===== config.mk =====
export PLATFORM = sky130hd
export DESIGN_NAME = mac_shift_seq
export DESIGN_NICKNAME = d
export VERILOG_FILES = /design/src/rtl/mac_shift_seq.sv
export SDC_FILE = /design/constraint.sdc
export NUM_CORES = 1
export LEC_CHECK = 0
export CAP_MARGIN = 40
export CORE_UTILIZATION = 50
export DETAILED_ROUTE_END_ITERATION = 16
export GPL_TIMING_DRIVEN = 0
export PLACE_DENSITY = 0.74
export SYNTH_ARGS = -nofsm -noshare
export SYNTH_HDL_FRONTEND = slang
export SYNTH_SLANG_ARGS = --single-unit

===== constraint.sdc =====
create_clock -name clk -period 7.6 [get_ports clk]
set_input_delay 1.52 -clock clk [delete_from_list [all_inputs] [get_ports clk]]
set_output_delay 1.52 -clock clk [all_outputs]
set_load 0.05 [all_outputs]

===== src/rtl/mac_shift_seq.sv =====
// Signed WxW radix-2 Booth shift-add multiplier with optional accumulation,
// round-half-up fixed-point rescale and saturation; one result every W+2 cycles.
module mac_shift_seq #(
  parameter int W     = 8,
  parameter int OUT_W = 8,
  parameter int FRAC  = 7,
  parameter int ACC_W = 2*W + 4
) (
  input  logic                    clk,
  input  logic                    reset,
  input  logic                    start,
  input  logic                    acc_en,
  input  logic                    clr_acc,
  input  logic signed [W-1:0]     a,
  input  logic signed [W-1:0]     b,
  output logic                    busy,
  output logic                    done,
  output logic signed [2*W-1:0]   product,
  output logic signed [ACC_W-1:0] acc_out,
  output logic signed [OUT_W-1:0] result,
  output logic                    ovf
);

  localparam logic [1:0] S_IDLE   = 2'd0;
  localparam logic [1:0] S_CALC   = 2'd1;
  localparam logic [1:0] S_FINISH = 2'd2;

  localparam int CNT_W = $clog2(W + 1);
  localparam int RSH   = (FRAC > 0) ? FRAC - 1 : 0;

  localparam logic signed [ACC_W:0] ONE_K   = {{ACC_W{1'b0}}, 1'b1};
  localparam logic signed [ACC_W:0] RND_K   = (FRAC > 0) ? (ONE_K <<< RSH) : '0;
  localparam logic signed [ACC_W:0] SAT_MAX = (ONE_K <<< (OUT_W - 1)) - ONE_K;
  localparam logic signed [ACC_W:0] SAT_MIN = ~SAT_MAX;

  // Rounding add is done one bit wider so a positive accumulator near full scale cannot wrap.
  function automatic logic signed [ACC_W:0] f_round_shift(input logic signed [ACC_W-1:0] x);
    logic signed [ACC_W:0] xe;
    xe = (ACC_W + 1)'(x);
    return (xe + RND_K) >>> FRAC;
  endfunction

  // Returns {clamped, value}.
  function automatic logic [OUT_W:0] f_saturate(input logic signed [ACC_W:0] t);
    if (t > SAT_MAX)      return {1'b1, SAT_MAX[OUT_W-1:0]};
    else if (t < SAT_MIN) return {1'b1, SAT_MIN[OUT_W-1:0]};
    else                  return {1'b0, t[OUT_W-1:0]};
  endfunction

  logic [1:0]              r_state;
  logic [CNT_W-1:0]        r_cnt;
  logic                    r_done;
  logic                    r_acc_en;
  logic signed [2*W-1:0]   r_product;
  logic signed [ACC_W-1:0] r_acc;
  logic signed [OUT_W-1:0] r_result;
  logic                    r_ovf;

  // Booth working registers: {r_pa, r_pq, r_q1} is the shifting partial product.
  logic signed [W-1:0]     r_m;
  logic signed [W:0]       r_pa;
  logic [W-1:0]            r_pq;
  logic                    r_q1;

  logic signed [W:0]       w_m_ext;
  logic signed [W:0]       w_sum;
  logic signed [2*W-1:0]   w_prod;
  logic signed [ACC_W-1:0] w_acc_base;
  logic signed [ACC_W-1:0] w_acc_new;
  logic signed [ACC_W:0]   w_scaled;
  logic [OUT_W:0]          w_sat;

  assign w_m_ext = {r_m[W-1], r_m};

  always_comb begin
    w_sum = r_pa;
    case ({r_pq[0], r_q1})
      2'b01:   w_sum = r_pa + w_m_ext;
      2'b10:   w_sum = r_pa - w_m_ext;
      default: w_sum = r_pa;
    endcase
  end

  // The extra top bit of r_pa absorbs the -2^(W-1) * -2^(W-1) corner; the low 2W bits are exact.
  assign w_prod     = {r_pa[W-1:0], r_pq};
  assign w_acc_base = r_acc_en ? r_acc : '0;
  assign w_acc_new  = w_acc_base + ACC_W'(w_prod);
  assign w_scaled   = f_round_shift(w_acc_new);
  assign w_sat      = f_saturate(w_scaled);

  always_ff @(posedge clk or negedge reset) begin
    if (!reset) begin
      r_state   <= S_IDLE;
      r_cnt     <= '0;
      r_done    <= 1'b0;
      r_acc_en  <= 1'b0;
      r_product <= '0;
      r_acc     <= '0;
      r_result  <= '0;
      r_ovf     <= 1'b0;
    end else begin
      r_done <= 1'b0;
      case (r_state)
        S_IDLE: begin
          if (clr_acc) r_acc <= '0;
          if (start) begin
            r_state  <= S_CALC;
            r_cnt    <= '0;
            r_acc_en <= acc_en;
          end
        end
        S_CALC: begin
          r_cnt <= r_cnt + 1'b1;
          if (r_cnt == CNT_W'(W - 1)) r_state <= S_FINISH;
        end
        S_FINISH: begin
          r_product <= w_prod;
          r_acc     <= w_acc_new;
          r_result  <= w_sat[OUT_W-1:0];
          r_ovf     <= w_sat[OUT_W];
          r_done    <= 1'b1;
          r_state   <= S_IDLE;
        end
        default: r_state <= S_IDLE;
      endcase
    end
  end

  always_ff @(posedge clk) begin
    if (r_state == S_IDLE && start) begin
      r_m  <= a;
      r_pa <= '0;
      r_pq <= b;
      r_q1 <= 1'b0;
    end else if (r_state == S_CALC) begin
      r_pa <= {w_sum[W], w_sum[W:1]};
      r_pq <= {w_sum[0], r_pq[W-1:1]};
      r_q1 <= r_pq[0];
    end
  end

  assign busy    = (r_state != S_IDLE);
  assign done    = r_done;
  assign product = r_product;
  assign acc_out = r_acc;
  assign result  = r_result;
  assign ovf     = r_ovf;

endmodule


==> out/results.tsv, run 1 <==
metric	value	unit
ctsResizeCount	0	
grt_max_degree	38	
postRouteAntennaNets	0	
finalNonFillerCells	778	
placed_cells	762	
antenna_found_initial	0	
r2r_start	r_acc_en$_DFFE_PN0P_	
drt_iter0_drc	188	
die_h	101.7	um
rows	36	
die_x	101.7	um
post-route-util	62.16	%
powerDensity	453.3	nW/um2
maxSlewViolCount	0	
grt_setup_unrepaired	false	
numCtsBuffers	9	
synth-seq-cells	78	
syn_area	4967	um2
r2r-end	result[3]$_DFFE_PN0P_	
syn-instance-count	561	
r2r_setup_slack	3310	ps
synth.distinct_cells	63	
core_area	9684	um2
n_antenna_cell	0	
cp-endpoint	result[3]$_DFFE_PN0P_	
tritoncts	done	
period_needed	4290	ps
cp_common_cell	ha_1	
cts_root_buf	clkbuf_8	
critical_path.max_stage_delay	430	ps
finClkSkew	16.00	ps
power_leakage	2.659	nW
die_area	10340	um2
grtUsageTotal	26.12	%
portBuffers	67	
slew_headroom	44.21	%
yosysWarnings	0	
clock_path_buffers	2	
hpwlAfterDp	9.379	mm
period_share	56.44	%
syn2layout_area_growth	21.18	%
crit_path_end_kind	register	
grt_pass1_vias	4249	
clock-sinks	78	
syn_area_per_cell	8.854	um2
critical_path.cell_chain	clkbuf_1, and2_1, ha_1, inv_1, fa_1, nand2b_1, a21oi_2, nor2_1, xnor2_1, ha_1, nand3_1, nor3b_4, and3_1, o22ai_1, o31ai_4, a21oi_1	
drt_pass1_iterations	5	
setup.worst_path.start	r_acc_en$_DFFE_PN0P_	
outcome	finished clean	
finalHoldViolations	0	
finalWorstSetupSlack	3310	ps
min_path_type	register to register	
min_from	r_q1$_SDFFE_PP0P_	
cp.arrival	4510	ps
ios	68	
synth_async_sr_flop_share	67.95	%
clk_latency	370	ps
hold_ws	470.7	ps
start_kind	register	
wl_per_cell	16.04	um
synth_edf_count	16	
drt-total-wl	12.48	mm
stdcell_area	6020	um2
place_area	5819	um2
worstSetupPathType	register to register	
worstPathMaxFanout	10	
via_count	4336	
worstPathRequired	7820	ps
setup_viol	0	
syn-num-nets	615	
fmax	233.1	MHz
final_nets	694	
finalSetupTns	0	ps
grt_pass1_wl	20.64	mm
ir_worst_vdd	229.3	uV
via_per_inst	5.573	
yosys_most_used_dff	dfrtp_1	
maxCapViolCount	0	
cts_hold_buf	0	
drc_errors	0	
place_congestion	0.8565	
cp_slowest_cell	o31ai_4	
overflow	0	
p_total	2.729	mW
initial_core_util	51.29	%
post_cts_buffers	0	
ys_seq_area_share	40.00	%
h-tree-depth	3	
cts.clk_slew.worst_paths	100	ps
worst_slew_pin_slew	823.9	ps
dp_slack	3392	ps
drive_above_1_share	6.512	%
reg2reg_depth	16	
registers in the layout (all words and copies together), names as in the netlist:
| register | cells |
|---|---|
| acc_out | 20 |
| done | 1 |
| ovf | 1 |
| product | 16 |
| r_acc_en | 1 |
| r_cnt | 4 |
| r_m | 8 |
| r_pa | 8 |
| r_pq | 8 |
| r_q1 | 1 |
| r_state | 2 |
| result | 8 |
worst min-delay path by stage:
| stage | endpoint | slack (ps) | cells after the start |
|---|---|---|---|
| 6_report | r_q1$_SDFFE_PP0P_ | 470 | 2 |
| 3_5_place_dp | r_q1$_SDFFE_PP0P_ | 460 | 2 |
| 2_1_floorplan | r_q1$_SDFFE_PP0P_ | 440 | 2 |
| 5_1_grt | r_q1$_SDFFE_PP0P_ | 500 | 2 |
| 3_3_place_gp | r_q1$_SDFFE_PP0P_ | 440 | 2 |
| 4_1_cts | r_q1$_SDFFE_PP0P_ | 470 | 2 |
synthesized netlist by cell type, types with 3 or more instances:
library cell / count / share of area [%]
a221o_1: 3 / 0.60
buf_2: 4 / 0.40
nor4_1: 4 / 0.50
a22o_1: 10 / 1.8
nand3_1: 13 / 1.3
o21ai_1: 4 / 0.40
nand2_1: 110 / 8.3
ha_1: 31 / 7.8
dfrtp_1: 53 / 27
o21ai_0: 35 / 3.5
buf_1: 3 / 0.23
nor3_1: 9 / 0.91
inv_1: 21 / 1.6
and2_1: 23 / 2.9
o22ai_1: 3 / 0.38
a21oi_1: 37 / 3.7
and3_1: 6 / 0.76
xor2_1: 14 / 2.5
edfxtp_1: 16 / 9.7
a21o_1: 9 / 1.4
a21oi_2: 4 / 0.71
a211oi_1: 3 / 0.45
o21bai_1: 3 / 0.45
a31oi_1: 4 / 0.50
nand2b_1: 9 / 1.1
mux2i_1: 4 / 0.81
clkbuf_1: 16 / 1.2
nor2b_1: 3 / 0.38
xnor2_1: 20 / 3.5
nor2_1: 35 / 2.6
nand4_1: 4 / 0.50
dfxtp_1: 9 / 3.6
worst max-delay path: cells and delay by family, from the launching register on:
kind	cells	cell delay, ps
adder cells (fa/ha/maj)	3	810
flip-flops	1	400
AND/OR/NAND/NOR	6	1230
AO/OA/AOI/OAI	4	910
XOR/XNOR	1	300
buffers and inverters	2	480
layout by cell type (no fill, tap or decap), types with 5 or more instances in the layout:
cell type / instances
o21ai_0: 35
a21oi_1: 37
clkbuf_8: 9
edfxtp_1: 16
ha_1: 31
nor2_1: 35
and2_1: 23
dfxtp_1: 9
dfrtp_1: 53
nand3_1: 13
clkdlybuf4s50_1: 66
buf_2: 5
a22o_1: 10
xnor2_1: 20
xor2_1: 14
nand2b_1: 9
a21o_1: 9
nor3_1: 9
inv_1: 21
nand2_1: 110
and3_1: 6
clkbuf_1: 16
layer usage:
metal  up-vias  global-route usage (%)  routed length, um
li1       2118                       -                  -
met1      2084                   34.09               5574
met2       117                   44.18               6048
met3        17                   4.624                657
met4         0                   7.915                196
met5         -                       0                  0
layout make-up:
class / count / area [um2]
buffer: 23 / 91.34
tap: 133 / 166.4
timing repair buffer: 68 / 685.7
multi-input combinational: 438 / 2806
fill: 887 / 3665
sequential: 78 / 1987
inverter: 22 / 82.58
clock inverter: 7 / 76.32
clock buffer: 9 / 123.9
power by group:
| group | switching, mW | total, mW | leakage [nW] | internal (mW) |
|---|---|---|---|---|
| Combinational | 1.04 | 1.65 | 1.66 | 0.610 |
| Clock | 0.186 | 0.317 | 0.103 | 0.131 |
| Sequential | 0.149 | 0.758 | 0.896 | 0.609 |
cells by family after synthesis:
kind of cell,Yosys count,share of synthesized area [%]
AO/OA/AOI/OAI,136,18.69
AND/OR/NAND/NOR,229,21.84
multiplexers,5,1.033
flip-flops,78,40.00
adder cells (fa/ha/maj),33,8.615
XOR/XNOR,35,6.323
buffers and inverters,45,3.501
Note: power is estimated with default switching activity, not from simulation.
==> run 2, diff against run 1 <==
clock period = 4 ns   (was 7.6 ns; I/O delays follow)
==> out/results.tsv, run 2 (synthesis gave the netlist of run 1 again) <==
metric	value	unit
r2r_setup_slack	160	ps
antenna_found_initial	0	
power_leakage	2.704	nW
largest_register_ffs	20	
cp-endpoint	result[3]$_DFFE_PN0P_	
final_common_cell	nand2_1	
drc_errors	0	
r2r-end	result[3]$_DFFE_PN0P_	
grt_pass1_wl	20.63	mm
hpwlAfterDp	9.379	mm
via_per_inst	5.577	
setup_viol	0	
worstPathMaxFanout	10	
p_clk_share	11.3	%
drt_pass1_iterations	6	
ios	68	
most-common-layout-cells	nand2_1 (110), clkdlybuf4s50_1 (66), dfrtp_1 (53), a21oi_1 (36), nor2_1 (35)	
cts_root_buf	clkbuf_8	
via_count	4367	
post-route-util	63.67	%
maxCapViolCount	0	
slew_headroom	46.03	%
drt-total-wl	12.60	mm
die_x	101.7	um
grtUsageTotal	26.12	%
grt_pass1_vias	4260	
outcome	finished clean	
setup.worst_path.start	r_acc_en$_DFFE_PN0P_	
die_h	101.7	um
drt_iter0_drc	193	
clock_path_buffers	2	
hold_ws	350.3	ps
regArea	1987	um2
period_needed	3836	ps
combPwrFrac	61.5	%
core_area	9684	um2
tritoncts	done	
start_kind	register	
worstSetupPathType	register to register	
powerDensity	860.7	nW/um2
syn2layout_area_growth	24.13	%
drive_above_1_share	9.538	%
place_congestion	0.8565	
fmax	260.7	MHz
cp.arrival	4110	ps
final_nets	699	
p_int	2.640	mW
overflow	0	
numCtsBuffers	9	
finalNonFillerCells	783	
die_area	10340	um2
cts_hold_buf	0	
final.fill_count	863	
worstPathRequired	4270	ps
period_share	95.90	%
portBuffers	67	
worst_slew_pin_slew	809.6	ps
ir_worst_vdd	441.1	uV
rows	36	
seq_power_share	27.1	%
clk_latency	370	ps
n_antenna_cell	0	
maxSlewViolCount	0	
h-tree-depth	3	
wl_per_cell	16.09	um
grt_max_degree	38	
p_sw	2.667	mW
finalHoldViolations	0	
min_path_type	primary input to async pin	
multi_input_area	2903	um2
placed_cells	762	
crit_path_end_kind	register	
cts.clk_slew.worst_paths	100	ps
initial_core_util	51.29	%
r2r_start	r_acc_en$_DFFE_PN0P_	
finClkSkew	19.54	ps
postRouteAntennaNets	0	
clock-sinks	78	
switching_share	50.26	%
reg2reg_depth	16	
run 2: how the worst min path moves through the flow:
| stage | startpoint | to | slack, ps | cells after the start |
|---|---|---|---|---|
| 2_1_floorplan | r_q1$_SDFFE_PP0P_ | r_q1$_SDFFE_PP0P_ | 440 | 2 |
| 3_3_place_gp | r_q1$_SDFFE_PP0P_ | r_q1$_SDFFE_PP0P_ | 440 | 2 |
| 3_5_place_dp | r_q1$_SDFFE_PP0P_ | r_q1$_SDFFE_PP0P_ | 460 | 2 |
| 4_1_cts | reset | acc_out[14]$_DFFE_PN0P_ | 350 | 1 |
| 5_1_grt | reset | acc_out[14]$_DFFE_PN0P_ | 370 | 1 |
| 6_report | reset | acc_out[18]$_DFFE_PN0P_ | 350 | 1 |
run 2: timing repair:
| item | in CTS | in global routing |
|---|---|---|
| gates cloned | 0 | 0 |
| resized for setup | 4 | 21 |
| setup buffers | 2 | 4 |
| endpoints found under the setup margin | 8 | 8 |
| pin swaps | 3 | 8 |
run 2: stage by stage:
stage               cell area [um2]  total power [mW]  setup WS, ps  TNS (ps)
floorplan                      4967             3.690         412.1         0
global placement               5804             4.479        -121.8    -857.3
detailed placement             5819             4.573        -208.1     -1554
CTS                            6051             5.222         13.36         0
global route                   6166             5.691        -22.22    -23.07
finish                         6166             5.307         164.1         0
run 2: layout make-up:
class	count	area share (%)
clock inverter	7	1.238
tap	133	2.699
buffer	22	1.563
clock buffer	9	2.009
sequential	78	32.22
multi-input combinational	438	47.08
inverter	22	1.339
timing repair buffer	74	11.85
run 2: layer usage:
layer | wire length, um | share of wire (%) | vias to the layer above | track usage [%]
met4 | 243 | 1.9 | 0 | 8.027
met3 | 714 | 5.7 | 18 | 4.624
met1 | 5549 | 44 | 2081 | 34.09
met5 | 0 | 0 | - | 0
met2 | 6094 | 48 | 136 | 44.13
li1 | - | - | 2132 | -
run 2: worst max-delay path, cell delays in order, from the launching register on:
cell and delay [ps]:
dfrtp_1 420, buf_6 170, and2_1 130, ha_1 180
inv_1 60, fa_1 380, nand2b_2 250, a21oi_4 210
o22ai_1 110, xnor2_1 400, nand3_2 210, nor3b_4 340
nand4_4 170, o311ai_4 290, o31ai_4 110, buf_4 180
a21oi_1 140
run 2: power groups by stage:
stage / clock network [mW] / logic [mW] / registers, mW
floorplan: 0 / 1.71 / 1.98
global placement: 0 / 3.04 / 1.44
detailed placement: 0 / 3.12 / 1.46
CTS: 0.609 / 3.17 / 1.44
global route: 0.644 / 3.57 / 1.48
finish: 0.601 / 3.27 / 1.44
==> run 3, diff against run 2 <==
ABC_AREA = 1   (was unset)
HOLD_SLACK_MARGIN = 0.05   (was unset)
PLACE_DENSITY = 0.73   (was 0.74)
==> out/results.tsv, run 3 <==
metric	value	unit
p_total	6.300	mW
cts_root_buf	clkbuf_16	
worstPathRequired	4220	ps
grt_pass1_wl	26.10	mm
regArea	1988	um2
die_area	11780	um2
antenna_found_initial	0	
final_common_cell	nand2_1	
cts_hold_buf	0	
drt-total-wl	15.87	mm
synth_area_leaders	dfrtp_1 (23%), nand2_1 (16%), inv_1 (9.3%)	
ios	68	
maxSlewViolCount	0	
drt_pass1_iterations	5	
most-common-layout-cells	nand2_1 (239), inv_1 (140), clkdlybuf4s50_1 (66), o21ai_0 (63), nand3_1 (56)	
die_h	108.5	um
synth_edf_count	16	
synth_compound_area_share	10.36	%
via_per_inst	5.334	
crit_path_end_kind	register	
rows	38	
place_congestion	0.9512	
start_kind	register	
initial_core_util	51.90	%
h-tree-depth	3	
core_area	10940	um2
critical_path.cell_chain	nand2_1, inv_1, ha_1, inv_1, fa_1, inv_2, nand2_1, nand2_2, nand3_1, nand2_1, nand2_1, nand2_2, ha_1, inv_1, nor2_2, nand2_2, nor2_8, nand4_1, nand2_1, nand3_1, nor2_1, nand2_1, a21oi_4, a21oi_1	
drive_above_1_share	8.287	%
syn-num-nets	874	
grt_setup_unrepaired	false	
cp_slowest_cell	dfrtp_2	
overflow	0	
period_needed	3598	ps
synth_fa_ha_area_share	7.540	%
ys_seq_area_share	35.01	%
powerDensity	917.3	nW/um2
r2r_start	r_acc_en$_DFFE_PN0P_	
die_x	108.5	um
yosysTopAreaCell	dfrtp_1	
numCtsBuffers	9	
cp.arrival	3810	ps
power_leakage	3.613	nW
grtUsageTotal	29.31	%
yosys_most_used_dff	dfrtp_1	
syn2layout_area_growth	21.01	%
place_area	6536	um2
yosysWarnings	0	
worstSetupPathType	register to register	
worst_slew_pin_slew	765.2	ps
wl_per_cell	15.19	um
setup.worst_path.start	r_acc_en$_DFFE_PN0P_	
synth_async_sr_flop_share	67.95	%
path_delay_family	simple AND/OR/NAND/NOR gates	
syn_area	5675	um2
ir_worst_vdd	485.9	uV
synth.distinct_cells	40	
yosys-top-cells-count	nand2_1 (240), inv_1 (141), o21ai_0 (63)	
grt_max_degree	36	
portBuffers	67	
slew_headroom	48.99	%
clock-sinks	78	
synthMuxAreaShare	0.1764	%
outcome	finished clean	
clock_path_buffers	2	
final.fill_count	1002	
clk_latency	350	ps
drc_errors	0	
finClkSkew	7.694	ps
n_antenna_cell	0	
finalHoldViolations	0	
cts.clk_slew.worst_paths	60	ps
critical_path.max_stage_delay	430	ps
synth-seq-cells	78	
synth_top_area_share	23.37	%
worstPathMaxFanout	8	
syn-instance-count	820	
stdcell_area	6868	um2
yosysMostFrequentCell	nand2_1	
tritoncts	done	
synth_xor_area_share	2.623	%
period_share	89.96	%
grt_pass1_vias	5265	
via_count	5574	
largest_register_ffs	20	
cp.buffers_inverters	4	
min_path_type	primary input to async pin	
fmax	277.9	MHz
synth_top_family_by_area	simple AND/OR/NAND/NOR gates	
setup_viol	0	
cp_common_cell	nand2_1	
drt_iter0_drc	335	
multi_input_area	3084	um2
hpwlAfterDp	12.52	mm
postRouteAntennaNets	0	
syn_area_per_cell	6.921	um2
final_nets	954	
synth-simple-area-share	33.55	%
maxCapViolCount	0	
[run 3: worst register-to-register path: cells and delay by family (launching register included)]
family          cells  cell delay [ps]
simple gates       15             1620
buf+inv             4              290
flops               1              430
compound gates      2              390
fa+ha+maj           3              750
[run 3: kinds of logic (layout without fill, tap and decap cells)]
logic type | count (synthesis) | after routing
AOI/OAI and AO/OA | 109 | 109
xor gates and xnor gates | 17 | 17
adders and majority gates | 33 | 33
buffers and inverters | 162 | 247
DFF | 78 | 78
muxes | 1 | 1
and+or+nand+nor | 420 | 420
[run 3: timing repair]
| item | CTS | global route |
|---|---|---|
| setup buffers | 0 | 2 |
| gates resized for setup | 1 | 5 |
| endpoints found under the setup margin | 8 | 8 |
| pin swaps | 0 | 1 |
[run 3: worst paths after layout]
check,to,slack (ps),depth (start not counted)
worst max-delay path,ovf$_DFFE_PN0P_,400,24
worst min-delay path,product[11]$_DFFE_PN0P_,410,1
worst max register to register,ovf$_DFFE_PN0P_,400,24
worst min register to register,product[12]$_DFFE_PN0P_,480,2
max in group asynchronous,r_acc_en$_DFFE_PN0P_,3000,2
min in group clk,product[12]$_DFFE_PN0P_,480,2
[run 3: layout make-up]
type                       count  share of cell area (%)
sequential                    78                   28.95
inverter                     147                   8.052
tap                          140                   2.551
clock inverter                 4                  0.8016
clock buffer                  12                   3.753
multi-input combinational    580                   44.91
buffer                        14                  0.7834
timing repair buffer          70                   10.20
[run 3: stage by stage]
| stage | setup slack (ps) | util [%] | TNS, ps | instances | hold WS [ps] |
|---|---|---|---|---|---|
| 6_report | 401.6 | 62.80 | 0 | 1045 | 412.8 |
| 5_1_grt | 47.68 | 62.80 | 0 | 1045 | 449.0 |
| 4_1_cts | 87.78 | 62.61 | 0 | 1043 | 435.7 |
| 3_5_place_dp | -291.8 | 59.77 | -2111 | 1028 | 466.5 |
| 3_3_place_gp | -151.7 | 59.63 | -1166 | 1027 | 466.7 |
| 2_1_floorplan | 706.2 | - | 0 | 820 | 450.6 |
[run 3: layer usage]
metal	global-route usage, %	wire length [um]
met5	0	0
met4	12.16	429
met3	3.677	922
met2	45.84	7183
met1	40.80	7339
[run 3: power by group]
part	internal (mW)	total (mW)	switching (mW)
clock	0.525	0.866	0.341
sequential	1.18	1.45	0.276
combinational	1.28	3.98	2.70
